--- src/rtl/gps_ack_pkg.sv ---
// Shared types for the gps_ack scan scheduler: index/phase/magnitude types,
// scheduler states and the per-satellite result record.
package gps_ack_pkg;

   localparam int NUM_SATS = 32;
   localparam int CODE_LEN = 1023;
   localparam int CORR_W   = 12;

   typedef logic [4:0]        sat_idx_t;
   typedef logic [9:0]        code_phase_t;
   typedef logic [CORR_W-1:0] corr_t;

   typedef enum logic [2:0] {
      S_IDLE,
      S_LAUNCH,
      S_COLLECT,
      S_REPORT,
      S_ADVANCE
   } sched_state_t;

   typedef struct packed {
      sat_idx_t    prn;
      code_phase_t phase;
      corr_t       peak;
      logic        detect;
      logic        timeout;
   } ack_res_t;

endpackage

--- src/rtl/gps_peak_tracker.sv ---
// Per-satellite result accumulator: counts correlator strobes, keeps the
// strictly-greatest magnitude with its code phase (ties keep the earliest),
// and times the gap between strobes. The *_nxt outputs include the strobe of
// the current cycle so the scheduler can capture the final result directly.
module gps_peak_tracker
   import gps_ack_pkg::*;
#(
   parameter int NUM_PHASES = 1023,
   parameter int TIMEOUT    = 65535,
   parameter int INT_W      = 12
) (
   input  logic             clk,
   input  logic             rst,
   input  logic             clr,
   input  logic             strobe,
   input  logic             tick,
   input  code_phase_t      code_phase,
   input  logic [INT_W-1:0] integrator,
   output logic [INT_W-1:0] peak_nxt,
   output code_phase_t      phase_nxt,
   output logic             done,
   output logic             tmo
);

   localparam logic [9:0]  LAST_CNT = 10'(NUM_PHASES - 1);
   localparam logic [15:0] TMO_LAST = 16'(TIMEOUT - 1);

   logic [9:0]       count;
   logic [15:0]      timer;
   logic [INT_W-1:0] peak;
   code_phase_t      peak_phase;
   logic             upd;

   assign upd       = strobe && (integrator > peak);
   assign peak_nxt  = upd ? integrator : peak;
   assign phase_nxt = upd ? code_phase : peak_phase;
   // Final strobe of the satellite, counting the one arriving now.
   assign done      = strobe && (count == LAST_CNT);
   // The idle cycle that brings the gap up to TIMEOUT.
   assign tmo       = tick && !strobe && (timer >= TMO_LAST);

   // Count, peak/phase and gap timer; frozen whenever neither strobe nor tick.
   always_ff @(posedge clk or negedge rst) begin
      if (!rst) begin
         count      <= '0;
         timer      <= '0;
         peak       <= '0;
         peak_phase <= '0;
      end else if (clr) begin
         count      <= '0;
         timer      <= '0;
         peak       <= '0;
         peak_phase <= '0;
      end else if (strobe) begin
         count      <= count + 10'd1;
         timer      <= '0;
         peak       <= peak_nxt;
         peak_phase <= phase_nxt;
      end else if (tick) begin
         timer <= (timer == 16'hFFFF) ? timer : timer + 16'd1;
      end
   end

endmodule

--- src/rtl/gps_ack_sched.sv ---
// Scan scheduler for the single gps_ack correlator: walks prn_first..prn_last
// (wrapping mod 32), launches one acquisition per satellite, and reports one
// peak/threshold result per satellite over a valid/ready handshake. A new
// satellite is not launched until the previous result is accepted.
module gps_ack_sched
   import gps_ack_pkg::*;
#(
   parameter int NUM_PHASES = 1023,
   parameter int TIMEOUT    = 65535,
   parameter int INT_W      = CORR_W
) (
   input  logic             clk,
   input  logic             rst,
   input  logic             scan_start,
   input  logic             scan_abort,
   input  logic [4:0]       prn_first,
   input  logic [4:0]       prn_last,
   input  logic [INT_W-1:0] threshold,
   output logic             ack_start,
   output logic [4:0]       sat0,
   input  logic             corr_complete,
   input  logic [9:0]       code_phase,
   input  logic [INT_W-1:0] integrator,
   output logic             res_valid,
   input  logic             res_ready,
   output logic [4:0]       res_prn,
   output logic [9:0]       res_phase,
   output logic [INT_W-1:0] res_peak,
   output logic             res_detect,
   output logic             res_timeout,
   output logic             busy,
   output logic             scan_done
);

   sched_state_t     state;
   sat_idx_t         cur;
   sat_idx_t         last;
   logic [INT_W-1:0] thr;
   ack_res_t         res;

   logic [INT_W-1:0] peak_nxt;
   code_phase_t      phase_nxt;
   logic             trk_done;
   logic             trk_tmo;
   logic             in_collect;

   assign in_collect = (state == S_COLLECT);

   // Abort takes priority over a same-cycle strobe, so the strobe is masked.
   gps_peak_tracker #(
      .NUM_PHASES(NUM_PHASES),
      .TIMEOUT   (TIMEOUT),
      .INT_W     (INT_W)
   ) u_trk (
      .clk       (clk),
      .rst       (rst),
      .clr       (state == S_LAUNCH),
      .strobe    (corr_complete && in_collect && !scan_abort),
      .tick      (in_collect),
      .code_phase(code_phase),
      .integrator(integrator),
      .peak_nxt  (peak_nxt),
      .phase_nxt (phase_nxt),
      .done      (trk_done),
      .tmo       (trk_tmo)
   );

   assign res_prn     = res.prn;
   assign res_phase   = res.phase;
   assign res_peak    = res.peak;
   assign res_detect  = res.detect;
   assign res_timeout = res.timeout;

   // Scheduler FSM with registered pulses, handshake and result record.
   always_ff @(posedge clk or negedge rst) begin
      if (!rst) begin
         state     <= S_IDLE;
         cur       <= '0;
         last      <= '0;
         thr       <= '0;
         sat0      <= '0;
         ack_start <= 1'b0;
         res_valid <= 1'b0;
         res       <= '0;
         busy      <= 1'b0;
         scan_done <= 1'b0;
      end else begin
         ack_start <= 1'b0;
         scan_done <= 1'b0;
         if (scan_abort && state != S_IDLE) begin
            state     <= S_IDLE;
            busy      <= 1'b0;
            res_valid <= 1'b0;
            res       <= '0;
         end else begin
            case (state)
               S_IDLE: begin
                  if (scan_start && !scan_abort) begin
                     cur   <= prn_first;
                     last  <= prn_last;
                     thr   <= threshold;
                     busy  <= 1'b1;
                     state <= S_LAUNCH;
                  end
               end
               S_LAUNCH: begin
                  sat0      <= cur;
                  ack_start <= 1'b1;
                  state     <= S_COLLECT;
               end
               S_COLLECT: begin
                  if (trk_done || trk_tmo) begin
                     res.prn     <= cur;
                     res.phase   <= phase_nxt;
                     res.peak    <= peak_nxt;
                     res.detect  <= !trk_tmo && (peak_nxt >= thr);
                     res.timeout <= trk_tmo;
                     res_valid   <= 1'b1;
                     state       <= S_REPORT;
                  end
               end
               S_REPORT: begin
                  if (res_ready) begin
                     res_valid <= 1'b0;
                     state     <= S_ADVANCE;
                  end
               end
               S_ADVANCE: begin
                  if (cur == last) begin
                     scan_done <= 1'b1;
                     busy      <= 1'b0;
                     state     <= S_IDLE;
                  end else begin
                     cur   <= cur + 5'd1;
                     state <= S_LAUNCH;
                  end
               end
               default: state <= S_IDLE;
            endcase
         end
      end
   end

endmodule

--- config.mk ---
export PLATFORM = sky130hd
export DESIGN_NAME = gps_ack_sched
export DESIGN_NICKNAME = d
export VERILOG_FILES = /design/src/rtl/gps_ack_pkg.sv /design/src/rtl/gps_peak_tracker.sv /design/src/rtl/gps_ack_sched.sv
export SDC_FILE = /design/constraint.sdc
export NUM_CORES = 1
export LEC_CHECK = 0
export ABC_AREA = 1
export BUFFER_PORTS_ARGS = -buffer_cell sky130_fd_sc_hd__buf_2
export CORE_ASPECT_RATIO = 2
export CORE_MARGIN = 2
export CORE_UTILIZATION = 62
export DETAILED_ROUTE_END_ITERATION = 10
export GPL_TIMING_DRIVEN = 0
export HOLD_SLACK_MARGIN = 0.1
export PLACE_DENSITY = 0.89
export SETUP_SLACK_MARGIN = 0.05
export SLEW_MARGIN = 20
export SYNTH_ARGS = -nofsm -noshare
export SYNTH_HDL_FRONTEND = slang
export SYNTH_SLANG_ARGS = --single-unit
--- constraint.sdc ---
create_clock -name clk -period 6.7 [get_ports clk]
set_input_delay 0.335 -clock clk [delete_from_list [all_inputs] [get_ports clk]]
set_output_delay 0.335 -clock clk [all_outputs]
set_load 0.01 [all_outputs]
==> flow_metrics.tcl <==
set metrics [dict create \
    status "completed" \
    tightest_slew_ns 0.595 \
    rsz0062_at_grt "no" \
    skew_ns 0.00936 \
    wl_met1_um 5480 \
    multi_input_area_um2 2780 \
    io_pins 88 \
    synth_top_area_cell "dfrtp_1" \
    ys.flop_type "dfrtp_1" \
    powerDensity_nw_per_um2 350 \
    antenna_found_initial 0 \
    top_layer_used "met4" \
    drive_gt1_share_pct 16.8 \
    cpMostUsedCell "nand2_1" \
    die_x_um 73.8 \
    slew_headroom_pct 60.3 \
    min_period_ns 3.36 \
    fmax_ghz 0.298 \
    die_area_um2 10600 \
    crit_type "register to register" \
    overflow 0 \
    seqCellArea_um2 2780 \
    clock-root-buffer "clkbuf_16" \
    synth_cell_types 41 \
    peakVddDrop_mv 0.248 \
    grt_max_degree 77 \
    seq_area_frac_synth_pct 45.9 \
    finalHoldViolCount 0 \
    slowest_delay_ns 0.46 \
    synthToLayoutAreaGrowth_pct 15.3 \
    fill_cells 755 \
    clk_path_buf_depth 2 \
    die_y_um 144 \
    syn_inst 772 \
    met3_length_um 688 \
    place_congestion 0.895 \
    r2r_cells 18 \
    drt_iter0_markers 397 \
    wl_per_cell_um 15.3 \
    coreArea_um2 9640 \
    async_reset_ff_share_pct 100 \
    hpwl_um 11300 \
    hold_class "input pin to register" \
    synth.top_cell.area_share_pct 45.9 \
    synth.area.top_cells "dfrtp_1, nand2_1, ha_1" \
    initial_utilization_pct 62.7 \
    synth_seq_cells 111 \
    synth.cell_area_um2 6050 \
    fin_tns_setup_ns 0 \
    setup_viol 0 \
    clock_sinks 111 \
    power_leakage_nw 3.76 \
    path_max_fanout 10 \
    nNetsFinal 951 \
    synth_nets 851 \
    crit_path_cell_trace "inv_1 > ha_1 > nand2_1 > nor2_1 > and2_1 > nand2_1 > nand3_1 > clkbuf_1 > nand3b_1 > nand2_1 > inv_1 > ha_1 > a21oi_1 > o21ai_0 > nand2_1 > nand4_1 > nand2_1 > nand2_1" \
    pre_cts_ws_ns 3.40 \
    whs_path_depth 2 \
    via_per_inst 5.50 \
    cp_slowest_cell "clkbuf_1" \
    grt_usage_pct 29.8 \
    required_ns 6.95 \
    portBuffers 87 \
    ctsResizeCount 0 \
    postRouteAntennaNets 0 \
    cts_buffers 9 \
    drv_cap 0 \
    start_kind "register" \
    drt-pass1-iter-count 6 \
    yosys_warnings 0 \
    critPathArrivalTime_ns 3.61 \
    finalCritPeriodShare_pct 50.1 \
    clkLatencyLatePin_ns 0.36 \
    drcViolationCount 0 \
    synth_edf_count 0 \
    maxSlewViolCount 0 \
    wl_met2_um 8210 \
    antenna_cells 0 \
    synth_commonest_cells "nand2_1, dfrtp_1, nor2_1, inv_1, nand3_1" \
    endpoint_kind "register" \
    htreeDepth 3 \
    post-synth-top-count-cell "nand2_1" \
    clkTransAtPathRegs_ns 0.08 \
    drt_wl_total_um 15400 \
    cts_tree "yes" \
    rows 51 \
    vias 5551 \
    layout_setup_ws_ns 3.34 \
    grt_first_pass_wirelength_um 23900 \
    grt_pass1_vias 5435 \
    syn_area_per_cell_um2 7.83 \
]
==> power by group <==
group	total, mW	switching, mW	internal, mW
sequential	0.917	0.0874	0.830
clock	0.526	0.267	0.259
combinational	0.999	0.672	0.326
==> sequential cells by signal (all words and copies together), names as in the netlist, 5 cells and up <==
name and count:
u_trk.count 10, u_trk.timer 16, res_peak 12, u_trk.peak 12, sat0 5, res_prn 5, res_phase 10, u_trk.peak_phase 10
cur 5, last 5, thr 12
==> per-stage QoR <==
step | instances | util (%) | instance area [um^2] | hold WS (ns) | power (mW)
floorplan | 772 | - | 6050 | 0.0394 | 1.61
global placement | 991 | 69.0 | 6650 | 0.453 | 1.85
detailed placement | 992 | 69.3 | 6680 | 0.256 | 1.90
CTS | 1009 | 72.4 | 6970 | 0.202 | 2.43
global route | 1009 | 72.4 | 6970 | 0.210 | 2.60
finish | 1009 | 72.4 | 6970 | 0.207 | 2.44
==> path summary, 6_finish.rpt <==
path	start	end	slack, ns
hold / removal	prn_last[4]	last[4]	0.21
setup reg to reg	u_trk.peak[11]	res_detect	3.34
hold reg to reg	res_peak[5]	res_peak[5]	0.48
min in group asynchronous	rst	u_trk.peak[4]	0.43
max in group asynchronous	rst	res_prn[4]	5.58
setup / recovery	u_trk.peak[11]	res_detect	3.34
==> repair_timing <==
item	in CTS	in global routing
setup buffers	0	0
hold buffers	1	0
hold endpoints to repair	35	0
setup endpoints to repair	0	0
==> final cells by class <==
type / count / share of cell area, %
clock inverters: 6 / 0.772
multi-input cells: 541 / 39.9
clock buffers: 10 / 3.28
plain buffers: 21 / 1.65
flip-flops and latches: 111 / 39.8
well taps: 132 / 2.37
repair buffers: 89 / 6.87
inverters: 99 / 5.33
==> cells in the final DEF, fill, tap and decap left out, types with 2 or more instances in the layout <==
master / Yosys / routed
nand3_2: 2 / 2
clkinvlp_4: 0 / 3
nand3_1: 59 / 59
xor2_1: 10 / 10
inv_1: 87 / 87
clkbuf_16: 0 / 9
buf_2: 8 / 94
o21ai_1: 20 / 20
nand2_1: 211 / 211
nor4_1: 3 / 3
nor3_1: 13 / 13
inv_2: 10 / 10
ha_1: 29 / 29
nand4_1: 8 / 8
o21bai_1: 2 / 2
nor2_2: 4 / 4
dfrtp_1: 111 / 111
clkbuf_1: 8 / 9
buf_4: 3 / 3
clkinv_1: 2 / 2
nand3b_1: 21 / 21
a21oi_1: 27 / 27
o21ai_0: 18 / 18
or2_2: 3 / 3
buf_6: 2 / 3
nor2_1: 88 / 88
mux2_2: 5 / 5
inv_8: 0 / 2
nor3b_1: 3 / 3
==> cells by family after synthesis <==
logic type      synth area share (%)
buf+inv                         8.05
mux                            0.931
xor+xnor                        1.59
fa+ha+maj                       6.00
compound gates                  6.89
simple gates                    30.6
flops                           45.9
==> per-layer routing <==
metal  up-vias  track usage, %
li1       2663               -
met1      2568            29.5
met2       240            52.6
met3        80            5.33
met4         0            22.8
met5         -               0
==> worst max-delay path, delay by kind of cell, from the launching register on <==
| kind | cells | cell delay [ns] |
|---|---|---|
| AO/OA/AOI/OAI | 2 | 0.27 |
| adder cells (fa/ha/maj) | 2 | 0.58 |
| flip-flops | 1 | 0.33 |
| buffers and inverters | 3 | 0.57 |
| AND/OR/NAND/NOR | 11 | 1.47 |
Power figures use the tool's default switching activity.
